File: config.mk
export PLATFORM = sky130hd
export DESIGN_NAME = tug_game_ctrl
export DESIGN_NICKNAME = d
export VERILOG_FILES = /design/src/rtl/tug_game_ctrl.sv
export SDC_FILE = /design/constraint.sdc
export NUM_CORES = 1
export LEC_CHECK = 0
export CAP_MARGIN = 20
export CORE_UTILIZATION = 24
export DETAILED_ROUTE_END_ITERATION = 10
export GPL_TIMING_DRIVEN = 0
export PLACE_DENSITY = 0.5
export SETUP_SLACK_MARGIN = 0.2
export SLEW_MARGIN = 20
export SYNTH_ARGS = -nofsm -noshare
export SYNTH_HDL_FRONTEND = slang
export SYNTH_SLANG_ARGS = --single-unit
File: constraint.sdc
create_clock -name clk -period 5.45 [get_ports clk]
set_input_delay 1.09 -clock clk [delete_from_list [all_inputs] [get_ports clk]]
set_output_delay 1.09 -clock clk [all_outputs]
set_load 0.01 [all_outputs]
File: src/rtl/tug_game_ctrl.sv
// rtl/tug_game_ctrl.sv - tug-of-war round, rope position and score controller
//
// Conditions the two raw player keys into single-cycle press events, moves a
// one-hot rope light, detects a win at either end, holds the winner display,
// re-centres the rope and ends the game at the score limit.
//
// Ports:
//   clk         system clock
//   reset       synchronous, active-high reset
//   key_l       raw left-player key (asynchronous to clk)
//   key_r       raw right-player key (asynchronous to clk)
//   lights      one-hot rope position, bit NUM_LIGHTS-1 leftmost; zero outside play
//   winner      2'b10 left won, 2'b01 right won, 2'b00 none
//   score_l     left player round wins
//   score_r     right player round wins
//   round_start one-cycle pulse when a new round begins
//   game_over   high once either score reaches SCORE_MAX
module tug_game_ctrl #(
  parameter int NUM_LIGHTS  = 9,
  parameter int SCORE_MAX   = 7,
  parameter int HOLD_CYCLES = 4
) (
  input  logic                  clk,
  input  logic                  reset,
  input  logic                  key_l,
  input  logic                  key_r,
  output logic [NUM_LIGHTS-1:0] lights,
  output logic [1:0]            winner,
  output logic [2:0]            score_l,
  output logic [2:0]            score_r,
  output logic                  round_start,
  output logic                  game_over
);

  localparam int PW = $clog2(NUM_LIGHTS);
  localparam int CW = $clog2(HOLD_CYCLES + 1);
  localparam logic [PW-1:0] CENTRE    = PW'((NUM_LIGHTS - 1) / 2);
  localparam logic [PW-1:0] LAST      = PW'(NUM_LIGHTS - 1);
  localparam logic [2:0]    SMAX      = 3'(SCORE_MAX);
  localparam logic [CW-1:0] HOLD_LOAD = CW'(HOLD_CYCLES - 1);

  typedef enum logic [1:0] {
    PLAY = 2'd0,
    HOLD = 2'd1,
    OVER = 2'd2
  } state_t;

  state_t        state;
  logic [PW-1:0] pos;
  logic [CW-1:0] hold_cnt;

  // Synchronizer (s1, s2) plus delay flop (s3) per key.
  logic sl1, sl2, sl3;
  logic sr1, sr2, sr3;

  logic press_l, press_r;
  logic move_l, move_r;
  logic [2:0] score_l_inc, score_r_inc;

  function automatic logic [NUM_LIGHTS-1:0] onehot(input logic [PW-1:0] p);
    logic [NUM_LIGHTS-1:0] one;
    one = {{(NUM_LIGHTS-1){1'b0}}, 1'b1};
    return one << p;
  endfunction

  assign press_l = sl2 & ~sl3;
  assign press_r = sr2 & ~sr3;
  // Simultaneous presses cancel out.
  assign move_l  = press_l & ~press_r;
  assign move_r  = press_r & ~press_l;

  always_comb begin
    score_l_inc = (score_l < SMAX) ? score_l + 3'd1 : score_l;
    score_r_inc = (score_r < SMAX) ? score_r + 3'd1 : score_r;
  end

  always_ff @(posedge clk) begin
    if (reset) begin
      state       <= PLAY;
      pos         <= CENTRE;
      lights      <= onehot(CENTRE);
      winner      <= 2'b00;
      score_l     <= 3'd0;
      score_r     <= 3'd0;
      round_start <= 1'b0;
      game_over   <= 1'b0;
      hold_cnt    <= '0;
      sl1 <= 1'b0; sl2 <= 1'b0; sl3 <= 1'b0;
      sr1 <= 1'b0; sr2 <= 1'b0; sr3 <= 1'b0;
    end else begin
      // Edge detection keeps running in every state so a key held across
      // the end of a hold never looks like a fresh press.
      sl1 <= key_l; sl2 <= sl1; sl3 <= sl2;
      sr1 <= key_r; sr2 <= sr1; sr3 <= sr2;
      round_start <= 1'b0;

      case (state)
        PLAY: begin
          if (move_l) begin
            if (pos == LAST) begin
              lights  <= '0;
              winner  <= 2'b10;
              score_l <= score_l_inc;
              if (score_l_inc == SMAX) begin
                state     <= OVER;
                game_over <= 1'b1;
              end else begin
                state    <= HOLD;
                hold_cnt <= HOLD_LOAD;
              end
            end else begin
              pos    <= pos + 1'b1;
              lights <= onehot(pos + 1'b1);
            end
          end else if (move_r) begin
            if (pos == '0) begin
              lights  <= '0;
              winner  <= 2'b01;
              score_r <= score_r_inc;
              if (score_r_inc == SMAX) begin
                state     <= OVER;
                game_over <= 1'b1;
              end else begin
                state    <= HOLD;
                hold_cnt <= HOLD_LOAD;
              end
            end else begin
              pos    <= pos - 1'b1;
              lights <= onehot(pos - 1'b1);
            end
          end
        end

        HOLD: begin
          if (hold_cnt == '0) begin
            state       <= PLAY;
            pos         <= CENTRE;
            lights      <= onehot(CENTRE);
            winner      <= 2'b00;
            round_start <= 1'b1;
          end else begin
            hold_cnt <= hold_cnt - 1'b1;
          end
        end

        OVER: begin
          lights <= '0;
        end

        default: begin
          state  <= PLAY;
          pos    <= CENTRE;
          lights <= onehot(CENTRE);
        end
      endcase
    end
  end

endmodule
Word level (Yosys, flattened, before mapping)
Cells that the tools add are included.
{"block": "totals", "register_bits": 34, "latchBits": 0, "ram_bits": 0, "rom_bits": 0, "out_inout_bits": 19, "wordCells": 109, "n_memories": 0}
{"block": "classes", "addsub": 5, "mul": 0, "div": 0, "order_cmp": 2, "eq_ne": 16, "shifts": 2, "mux": 42, "n_bitwise": 11, "n_reduce_logical": 16}
{"op": "$mux 9", "n": 5}
{"op": "$mux 3", "n": 9}
{"op": "$pmux 9 s3", "n": 1}
{"op": "$mux 2", "n": 11}
{"op": "$ne 3x3->1 const B", "n": 7}
{"op": "$mux 4", "n": 5}
{"op": "$shl 1x4->9 const A", "n": 2}
{"op": "$reduce_and 5->1", "n": 3}
{"op": "$pmux 4 s3", "n": 1}
{"op": "$reduce_bool 2->1", "n": 4}
{"op": "$mux 1", "n": 7}
{"op": "$not 1->1", "n": 7}
{"op": "$reduce_and 7->1", "n": 1}
{"op": "$add 3x1->3 const B", "n": 2}
{"op": "$eq 3x3->1 const B", "n": 2}
{"op": "$lt 3x3->1 const B", "n": 2}
{"op": "$pmux 2 s3", "n": 1}
{"op": "$pmux 3 s2", "n": 1}
{"op": "$reduce_and 6->1", "n": 1}
{"op": "$add 4x1->4 const B", "n": 1}
{"op": "$and 1x1->1", "n": 4}
{"op": "$eq 4x4->1 const B", "n": 1}
{"op": "$logic_not 4->1", "n": 1}
{"op": "$ne 2x1->1 const B", "n": 2}
{"op": "other kinds (12)", "n": 13}

Logic depth before layout (Yosys ltp)
{"block": "depth", "ltp_word": 8, "ltp_mapped": 8, "depth_no_buf": 7}

Worst setup path after synthesis
Ideal clock, no wire load.
{"block": "synth_path", "kind": "register to register", "start": "register pos[0]", "end": "register pos[2]", "arrival_time_ps": 1931, "required_ps": 5336, "setup_slack_ps": 3405, "path_stages_with_launch": 8, "n_path_buf": 1, "synth_period_minus_slack_ps": 2045, "cell_sequence": "dfxtp_1 clkbuf_1 inv_1 ha_1 nand2b_2 nor3_1 or4_1 a21o_1"}
{"block": "synth_via", "elab_chain_cells": 5, "word_cells_on_any_way": 12, "cone_classes": "add/sub: 2; eq/ne: 3; mux: 5; reduce/logical: 2"}
{"element": "from (decl)", "line_no": "49", "source": "logic [PW-1:0] pos;"}
{"element": "from (signal assigned)", "line_no": "112", "source": "pos <= pos + 1'b1;"}
{"element": "from (signal assigned)", "line_no": "128", "source": "pos <= pos - 1'b1;"}
{"element": "$sub 4x1->4", "line_no": "128"}
{"element": "$mux 4", "line_no": "116", "source": "if (pos == '0) begin"}
{"element": "$mux 4", "line_no": "115", "source": "end else if (move_r) begin"}
{"element": "$mux 4", "line_no": "99", "source": "if (move_l) begin"}
{"element": "$pmux 4 s3", "line_no": "97", "source": "case (state)"}
Parallel ways exist; a longest one is shown, timed or not. The select of a mux whose other input is x is not followed.
A chain may end at the register's enable or synchronous reset.

Final worst setup path
{"block": "layout_path", "start": "input port reset", "end": "register pos[1]"}
{"element": "from (decl)", "line_no": "24", "source": "input logic reset,"}
No word-level cell between the ends.

==> reports/metrics.csv <==
stage,metric,value,unit
sta,hold_viol_final,0,
global_route,grt_max_degree,11,
global_route,grt_usage,0.114,
final_layout,stdcell_count,364,
die,core_area,8300,um^2
final_layout,final_nets,274,
sta,setup_tns,0,ns
placed_design,hpwl,3.40,mm
critical_path,crit_path_max_incr_delay,0.69,ns
routing,finalWirelength,4.78,mm
critical_path,end_kind,flop,
power_and_ir_drop,peakVddDrop,0.000113,V
routing,vias_per_cell,4.91,
placed_design,gp_congestion,0.745,
die,dieArea,9000,um^2
min_path,hp-class,reg -> reg,
clock_tree,cts.sinks,34,
synth,ys_ff_latch,34,
synth,synthesis.nets,245,
global_route,antenna_found_initial,0,
synth,synth.distinct_cells,64,
critical_path,critical_path_class,in -> reg,
clock_tree,max-clock-path-buffers,2,
placed_design,dp_cells,356,
critical_path,reg2regPathDepth,7,
placed_design,post-place-ws,2.52,ns
global_route,grt_pass1_wl,8.01,mm
sta,maxSlewViolCount,0,
min_path,min_path_cells,1,
die,floorplan.initialDensity,0.249,
routing,first_pass_iters,4,
global_route,grt_overflow_total,0,
global_route,grt_pass1_vias,1647,
clock_tree,clkSlewWorstSetupHoldPaths,0.07,ns
clock_tree,clk_latency,0.28,ns
clock_tree,postCtsHoldBufs,0,
clock_tree,cts_tree,yes,
routing,drtAntennaViolNets,0,
flow_run,maxCapViolCount,0,
sta,worst_pin_slew,0.554,ns
clock_tree,clock-root-buffer,clkbuf_8,
critical_path,required,5.58,ns
critical_path,crit_fanout,10,
final_layout,final_cell_mix,"dfxtp_1 (34), clkdlybuf4s50_1 (22), nand2_1 (14), nor2_1 (13)",
final_layout,final_common_cell,dfxtp_1,
routing,drc_errors,0,
power_and_ir_drop,leakagePower,0.875,nW
final_layout,drive_gt1_frac,0.0888,
die,rows,33,
placed_design,io_buffers,22,
critical_path,critPathSlowestCell,clkdlybuf4s50_1,
sta,period_minus_slack,2.63,ns
clock_tree,h-tree-depth,2,
sta,setup_viol,0,
run_status,status,finished clean,
synth,synth-async-reset-ratio,0,
sta,finalClockSkew,0.00838,ns
die,io_pins,23,
synth,syn_area,2070,um^2
die,die_w,94.9,um
sta,rsz0062_at_grt,false,
sta,fin_ws,2.82,ns
critical_path,cp-start-kind,input port,
sta,fmax,381,MHz
final_layout,diodes,0,
synth,synth-edff-count,0,
clock_tree,cts_setup_buffers,0,
power_and_ir_drop,p_per_area,241,nW/um^2
clock_tree,cts_resized,0,
sta,slew_headroom,0.631,
clock_tree,cts_buffers,5,
routing,drt_iter0_markers,94,
routing,via_count,1787,
final_layout,area_growth_syn_to_layout,22.1,%
synth,syn_area_per_cell,9.04,um^2
critical_path,cp.arrival,2.76,ns
die,die_height,94.9,um
synth,syn_inst,229,
synth,ys_warn_count,0,
critical_path,cpMostUsedCell,clkbuf_1,
routing,post_drt_wl_per_cell,13.1,um
synth,seq_area_frac_synth,0.329,
synth,synth-main-ff-cell,dfxtp_1,
critical_path,path_cells,"clkdlybuf4s50_1, clkbuf_1, clkbuf_1, a21oi_1",
sta,finalCritPeriodShare,0.482,
-- flip-flops by register name (all words and copies together), names as in the netlist, 2 cells and up --
signal,count
pos,4
lights,9
state,2
score_r,3
winner,2
hold_cnt,3
score_l,3
-- per-stage QoR --
| step | total power [W] | cell area, um^2 | hold slack, ns | utilization |
|---|---|---|---|---|
| floorplan | 0.000354 | 2070 | 0.414 | - |
| global placement | 0.000385 | 2420 | 0.423 | 0.292 |
| detailed placement | 0.000386 | 2420 | 0.425 | 0.292 |
| CTS | 0.000617 | 2530 | 0.443 | 0.305 |
| global route | 0.000643 | 2530 | 0.459 | 0.305 |
| finish | 0.000609 | 2530 | 0.437 | 0.305 |
-- synth_stat cells (all sizes together) (2+ instances only) --
cell type | number | area (um^2)
nor3 | 8 | 45.0
a21boi | 4 | 30.0
dfxtp | 34 | 681
buf | 5 | 40.0
or4 | 4 | 33.8
a21o | 3 | 22.5
a221o | 6 | 60.1
nand3b | 4 | 30.0
nor2b | 12 | 75.1
nor4 | 4 | 55.1
inv | 10 | 37.5
ha | 12 | 150
or3 | 2 | 12.5
o2111ai | 4 | 35.0
nand2b | 7 | 46.3
o31ai | 3 | 22.5
a21oi | 10 | 53.8
nor2 | 13 | 48.8
a31oi | 9 | 62.6
o21ai | 7 | 35.0
nand3 | 2 | 10.0
clkbuf | 8 | 33.8
a211oi | 2 | 15.0
nand2 | 14 | 52.6
nand4bb | 2 | 22.5
xnor2 | 3 | 26.3
nor3b | 8 | 60.1
o22ai | 2 | 18.8
and3 | 2 | 12.5
nand4 | 2 | 12.5
a21bo | 3 | 30.0
-- path summary, 6_finish.rpt --
kind	from	endpoint	slack, ns
hold reg to reg	sl1$_SDFF_PP0_	sl2$_SDFF_PP0_	0.44
setup / recovery	reset	pos[1]$_SDFFE_PP0P_	2.82
hold / removal	sl1$_SDFF_PP0_	sl2$_SDFF_PP0_	0.44
setup reg to reg	pos[0]$_SDFFE_PP0P_	pos[2]$_SDFFE_PP1P_	3.11
-- metal layers --
metal | part of all wire | wire length, um | vias up | global-route usage
met3 | 0.035 | 165 | 2 | 0.0282
li1 | - | - | 907 | -
met5 | 0 | 0 | - | 0
met4 | 0.0065 | 31 | 0 | 0.0303
met1 | 0.53 | 2540 | 849 | 0.159
met2 | 0.43 | 2040 | 29 | 0.171
-- worst max-delay path: cells and delay by family --
family / cells / cell delay [ns]
AOI/OAI and AO/OA: 1 / 0.11
buffers and inverters: 3 / 1.56
-- area by class of cell --
type	count	area, um^2
Buffer	13	73.8
Clock buffer	7	76.3
Clock inverter	1	30.0
Fill cell	883	5770
Inverter	10	37.5
Multi-Input combinational cell	172	1280
Sequential cell	34	681
Tap cell	105	131
Timing Repair Buffer	22	220
-- report_power, final --
part / total (W) / internal [W] / leakage [nW] / switching (W)
clock network: 0.000228 / 0.000137 / 0.0524 / 0.0000913
registers: 0.000263 / 0.000257 / 0.276 / 0.00000584
logic: 0.000118 / 0.0000483 / 0.546 / 0.0000692
total: 0.000609 / 0.000442 / 0.875 / 0.000166
-- cell families (layout without fill, tap and decap cells) --
group	after synthesis	count (layout)	share of synthesized area
buffers and inverters	23	53	0.0538
and+or+nand+nor	90	90	0.272
DFF	34	34	0.329
muxes	2	2	0.0103
AOI/OAI and AO/OA	64	64	0.242
adders and majority gates	12	12	0.0725
xor gates and xnor gates	4	4	0.0206
No activity file was read; power rests on OpenSTA's default activity.
